$ cat config.mk
export PLATFORM = sky130hd
export DESIGN_NAME = dma_rx_channel
export DESIGN_NICKNAME = d
export VERILOG_FILES = /design/src/rtl/dma_rx_channel.sv
export SDC_FILE = /design/constraint.sdc
export NUM_CORES = 1
export LEC_CHECK = 0
export CORE_UTILIZATION = 46
export DETAILED_ROUTE_END_ITERATION = 10
export GPL_TIMING_DRIVEN = 0
export PLACE_DENSITY = 0.93
export SLEW_MARGIN = 20
export SYNTH_ARGS = -nofsm -noshare
export SYNTH_HDL_FRONTEND = slang
export SYNTH_SLANG_ARGS = --single-unit
$ cat constraint.sdc
create_clock -name clk -period 3.25 [get_ports clk]
set_input_delay 0.4875 -clock clk [delete_from_list [all_inputs] [get_ports clk]]
set_output_delay 0.4875 -clock clk [all_outputs]
set_load 0.02 [all_outputs]
$ cat src/rtl/dma_rx_channel.sv
// dma_rx_channel: single DMA channel moving device-buffered words into memory.
// Takes the bus, acks the device, and writes one sampled word per clock.
module dma_rx_channel #(
   parameter int DATA_W  = 32,
   parameter int ADDR_W  = 8,
   parameter int MAX_LEN = 32,
   parameter int CNT_W   = 6
) (
   input  logic              clk,
   input  logic              reset,
   input  logic              enable,
   input  logic [ADDR_W-1:0] base_addr,
   input  logic              dev_req,
   output logic              dev_ack,
   output logic              dev_iowrite,
   input  logic [DATA_W-1:0] databus,
   output logic              bus_req,
   input  logic              bus_grant,
   output logic              mem_we,
   output logic [ADDR_W-1:0] mem_addr,
   output logic [DATA_W-1:0] mem_wdata,
   output logic              busy,
   output logic              done,
   output logic [CNT_W-1:0]  word_count
);
   typedef enum logic [2:0] {IDLE, BUSREQ, ACK, XFER, DONE} state_t;
   state_t state, next;
   logic [ADDR_W-1:0] ptr;
   logic last;
   // the sample taken at this edge is the final one
   assign last = !dev_req || word_count == CNT_W'(MAX_LEN - 1);
   always_ff @(posedge clk) begin
      if (reset) begin
         state      <= IDLE;
         ptr        <= '0;
         word_count <= '0;
         mem_we     <= 1'b0;
         mem_addr   <= '0;
         mem_wdata  <= '0;
      end else begin
         state  <= next;
         mem_we <= state == XFER;
         if (state == IDLE && enable && dev_req) begin
            ptr        <= base_addr;
            word_count <= '0;
         end
         if (state == XFER) begin
            mem_addr   <= ptr;
            mem_wdata  <= databus;
            ptr        <= ptr + ADDR_W'(1);
            word_count <= word_count + CNT_W'(1);
         end
      end
   end
   always_comb begin
      next        = state;
      bus_req     = state == BUSREQ || state == ACK || state == XFER;
      dev_ack     = state == ACK || state == XFER;
      dev_iowrite = !(state == ACK || state == XFER);
      busy        = state != IDLE;
      done        = state == DONE;
      case (state)
         IDLE:    next = (enable && dev_req) ? BUSREQ : IDLE;
         BUSREQ:  next = bus_grant ? ACK : (!dev_req ? DONE : BUSREQ);
         ACK:     next = XFER;
         XFER:    next = last ? DONE : XFER;
         default: next = IDLE;
      endcase
   end
endmodule

# Yosys cells after proc, flatten, opt, wreduce, memory -nomap -nowiden
# Index checks and enable logic that the tools add are counted.
[word_totals]
reg_bits = 58
word_cells = 34
input_bits = 45
out_inout_bits = 52
[op_classes]
n_eq_ne = 5
muxes = 9
n_reduce_logical = 12
addsub = 2
[op_table]
columns = ["op", "n"]
rows = [
  ["$mux W8", 2],
  ["$mux W6", 2],
  ["$pmux W3 S4", 1],
  ["$mux W3", 3],
  ["$add A8 B1 Y8 const B", 1],
  ["$add A6 B1 Y6 const B", 1],
  ["$eq A3 B2 Y1 const B", 2],
  ["$eq A6 B5 Y1 const B", 1],
  ["$logic_or A1 B1 Y1", 4],
  ["$eq A3 B1 Y1 const B", 1],
  ["$eq A3 B3 Y1 const B", 1],
  ["$logic_and A1 B1 Y1", 3],
  ["$logic_not A3 Y1", 1],
  ["$reduce_bool A3 Y1", 1],
  ["$logic_not A1 Y1", 2],
  ["$reduce_bool A2 Y1", 1],
  ["$mux W1", 1],
]

# Depth between registers and ports, before layout
[depth]
depth_word = 5
mapped_depth = 7

# Worst setup path before layout
# OpenSTA, ideal clock, no wires.
[synth_path]
path_kind = "reg2reg"
startpoint = "reg word_count[0]"
endpoint = "reg state[0]"
arrival_ns = 1.362
path_buffers = 0
setup_time_ns = 0.134
stages_incl_launch_ff = 6
path_slack_ns = 1.754
cell_sequence = "dfxtp_1 -> ha_1 -> nand3_1 -> nor3b_1 -> a2bb2oi_1 -> a211oi_1"
[synth_between]
elab_chain_len = 4
[synth_lines]
columns = ["item", "line_no", "text"]
rows = [
  ["from (decl)", "24", "output logic [CNT_W-1:0] word_count"],
  ["from (signal assigned)", "51", "word_count <= word_count + CNT_W'(1);"],
  ["$eq A6 B5 Y1", "31", "assign last = !dev_req || word_count == CNT_W'(MAX_LEN - 1);"],
  ["$logic_or A1 B1 Y1", "31", ""],
  ["$mux W3", "66", "XFER: next = last ? DONE : XFER;"],
  ["$pmux W3 S4", "62", "case (state)"],
  ["to (signal assigned)", "41", "state <= next;"],
  ["to (decl)", "27", "state_t state, next;"],
]
# Every way passes these cells.
# A chain may end at the register's enable or synchronous reset.

# Final worst setup path
[layout_path]
startpoint = "reg state[2]"
endpoint = "out done"
[layout_between]
elab_chain_len = 1
[layout_lines]
columns = ["item", "line_no", "text"]
rows = [
  ["$eq A3 B3 Y1", "61", "done = state == DONE;"],
  ["to (decl)", "23", "output logic done,"],
]
# Every way passes these cells.

==> impl_metrics.env <==
export IMPL_status="complete, no violations"
export IMPL_relSlewSlack_pct=65.4
export IMPL_wl_per_cell_um=13.5
export IMPL_fin_crit_sh_pct=68.2
export IMPL_crit_fanout=10
export IMPL_r2r_setup_slack_ps=1620
export IMPL_regArea_um2=1160
export IMPL_synth_area_top_cells="dfxtp_1 (49%), nand2_1 (15%), a21oi_1 (10%), nor2_1 (2.4%), a211oi_1 (2.2%)"
export IMPL_crit_chain="buf_2, and2_1, clkdlybuf4s50_1"
export IMPL_synth_top_area_cell="dfxtp_1"
export IMPL_p_seq_share_pct=48.2
export IMPL_grt_max_degree=11
export IMPL_clk_pin_slew_ps=70
export IMPL_ys_flop_type="dfxtp_1"
export IMPL_grt_ovfl_total=0
export IMPL_vias=2437
export IMPL_portBuffers=96
export IMPL_antenna_found_initial=0
export IMPL_p_leak_nw=1.21
export IMPL_worstPathRequired_ps=2760
export IMPL_switching_share_pct=26.6
export IMPL_grt_pass1_wl_um=10300
export IMPL_ant_nets=0
export IMPL_tightest_slew_ps=518
export IMPL_synth_nets=340
export IMPL_synth_distinct_cells=39
export IMPL_place_ws_ps=1200
export IMPL_cp_start_kind="flip-flop"
export IMPL_finalSetupViolations=0
export IMPL_rsz0062_at_grt="false"
export IMPL_ios=97
export IMPL_crit_slowest_cell="clkdlybuf4s50_1"
export IMPL_finalHoldViolCount=0
export IMPL_clk_latency_ps=340
export IMPL_cts_tree="built"
export IMPL_finClkSkew_ps=8.20
export IMPL_cts_inserted_buffers=9
export IMPL_grt_pass1_vias=2301
export IMPL_rows=25
export IMPL_power_switching_w=0.000415
export IMPL_die_w_um=73.5
export IMPL_drive_above_1_share_pct=7.65
export IMPL_powerDensity_nw_per_um2=437
export IMPL_first_pass_iters=5
export IMPL_placed_area_um2=3400
export IMPL_post_cts_resized=0
export IMPL_initial_core_util_pct=48.8
export IMPL_fin_ws_ps=1030
export IMPL_power_frac_comb_pct=14.7
export IMPL_reg2reg_from="word_count[0]$_SDFFE_PP0P_"
export IMPL_cts_hold_fix_buffers=0
export IMPL_cts_max_path_buffers=2
export IMPL_min_path_type="reg2reg"
export IMPL_final_fill_count=395
export IMPL_core_area_um2=4820
export IMPL_place_congestion=0.895
export IMPL_cts_sinks=58
export IMPL_synth_seq_cells=58
export IMPL_syn_area_um2=2350
export IMPL_vdd_drop_max_uv=330
export IMPL_period_minus_slack_ps=2220
export IMPL_crit_path_end_kind="output port"
export IMPL_rr_endpoint="state[1]$_SDFF_PP0_"
export IMPL_post_cts_buffers=0
export IMPL_multi_input_area_um2=1090
export IMPL_num_antenna_cells=0
export IMPL_hold_end="mem_wdata[9]$_SDFFE_PP0N_"
export IMPL_finalInstanceArea_um2=3570
export IMPL_seq_area_frac_synth_pct=49.4
export IMPL_htree_levels=3
export IMPL_die_area_um2=5400
export IMPL_synth_edf_count=0
export IMPL_hpwl_um=4500
export IMPL_syn2layout_area_growth_pct=51.7
export IMPL_yosys_warnings=0
export IMPL_drtIter0Drc=113
export IMPL_vias_per_cell=5.16
export IMPL_max_stage_delay_ps=600
export IMPL_holdPathStages=2
export IMPL_grt_total_usage_pct=25.0
export IMPL_netlist_area_leader_share_pct=49.4
export IMPL_clockRootBuffer="clkbuf_8"
export IMPL_arrival_ps=1730
export IMPL_syn_avg_cell_area_um2=8.02
export IMPL_nets=447
export IMPL_synth_cells=293
export IMPL_worstSetupPathType="reg2out"
export IMPL_clockPowerShare_pct=37.1
export IMPL_finalSetupTns_ps=0
export IMPL_drc=0
export IMPL_die_h_um=73.5
export IMPL_routed_wl_um=6360
export IMPL_hold_start="mem_wdata[9]$_SDFFE_PP0N_"
export IMPL_p_int_w=0.00114
export IMPL_drv_cap=0
export IMPL_final_max_slew_viol_count=0
export IMPL_r2r_cells=5
export IMPL_async_flop_share_pct=0
export IMPL_timing_fmax_mhz=451
## synth_stat cells (all sizes together) (3+ instances only)
cell,n
nor2,15
clkbuf,10
nand2,96
buf,10
nand3,7
dfxtp,58
a311oi,3
a21oi,50
a211oi,7
## worst max-delay path by stage
stage,from,end,slack [ps]
after floorplan,word_count[0]$_SDFFE_PP0P_,state[0]$_SDFF_PP0_,1750
after global placement,reset,mem_addr[0]$_SDFFE_PP0N_,1200
after detailed placement,reset,mem_wdata[14]$_SDFFE_PP0N_,1200
after CTS,state[2]$_SDFF_PP0_,dev_iowrite,1030
after global routing,state[2]$_SDFF_PP0_,dev_iowrite,930
final,state[2]$_SDFF_PP0_,done,1030
## flip-flops by register name, indices dropped and copies added, names as in the netlist
| name | flops |
|---|---|
| mem_wdata | 32 |
| ptr | 8 |
| mem_addr | 8 |
| state | 3 |
| mem_we | 1 |
| word_count | 6 |
## metal layers
layer	track usage [%]	part of all wire, %
met1	28.9	42
met2	43.3	50
met3	7.54	7.1
met4	9.62	1.2
met5	0	0
## final cells by class
cell class / count / share of cell area [%]
multi-input combinational: 213 / 30.4
buffer: 20 / 2.70
sequential: 58 / 32.5
clock inverter: 5 / 0.842
inverter: 2 / 0.210
tap: 67 / 2.35
timing repair buffer: 96 / 26.9
clock buffer: 11 / 3.96
## cell families after synthesis
family,Yosys count,share of synthesized area [%]
adder cells (fa/ha/maj),2,1.06
AO/OA/AOI/OAI,74,19.3
XOR/XNOR,2,0.745
AND/OR/NAND/NOR,135,25.1
flip-flops,58,49.4
buffers and inverters,22,4.42
## layout by cell type, fill, tap and decap left out, drive strengths merged, types with 3 or more instances in the layout
cell type      instances
nand3                  7
buf                   10
dfxtp                 58
clkdlybuf4s50         96
a21oi                 50
a211oi                 7
nand2                 96
clkinv                 3
clkbuf                21
a311oi                 3
nor2                  15
## worst max-delay path: cells and delay by family, from the launching register on
kind	cells	cell delay (ps)
buf+inv	2	830
flops	1	420
simple gates	1	140
## metrics by stage
| stage | cells | hold WS, ps | total power (W) | utilization, % |
|---|---|---|---|---|
| global route | 472 | 475 | 0.00162 | 74.1 |
| detailed placement | 456 | 446 | 0.000993 | 70.5 |
| global placement | 456 | 441 | 0.000987 | 70.5 |
| CTS | 472 | 456 | 0.00156 | 74.1 |
| floorplan | 293 | 445 | 0.000880 | - |
| finish | 472 | 454 | 0.00156 | 74.1 |
## power groups by stage
stage          Clock (W)  Combinational (W)  Sequential, W
2_1_floorplan          0           0.000108       0.000772
3_3_place_gp           0           0.000221       0.000766
3_5_place_dp           0           0.000226       0.000767
4_1_cts         0.000585           0.000228       0.000751
5_1_grt         0.000624           0.000247       0.000754
6_report        0.000579           0.000229       0.000752
(Power assumes the default switching activity.)
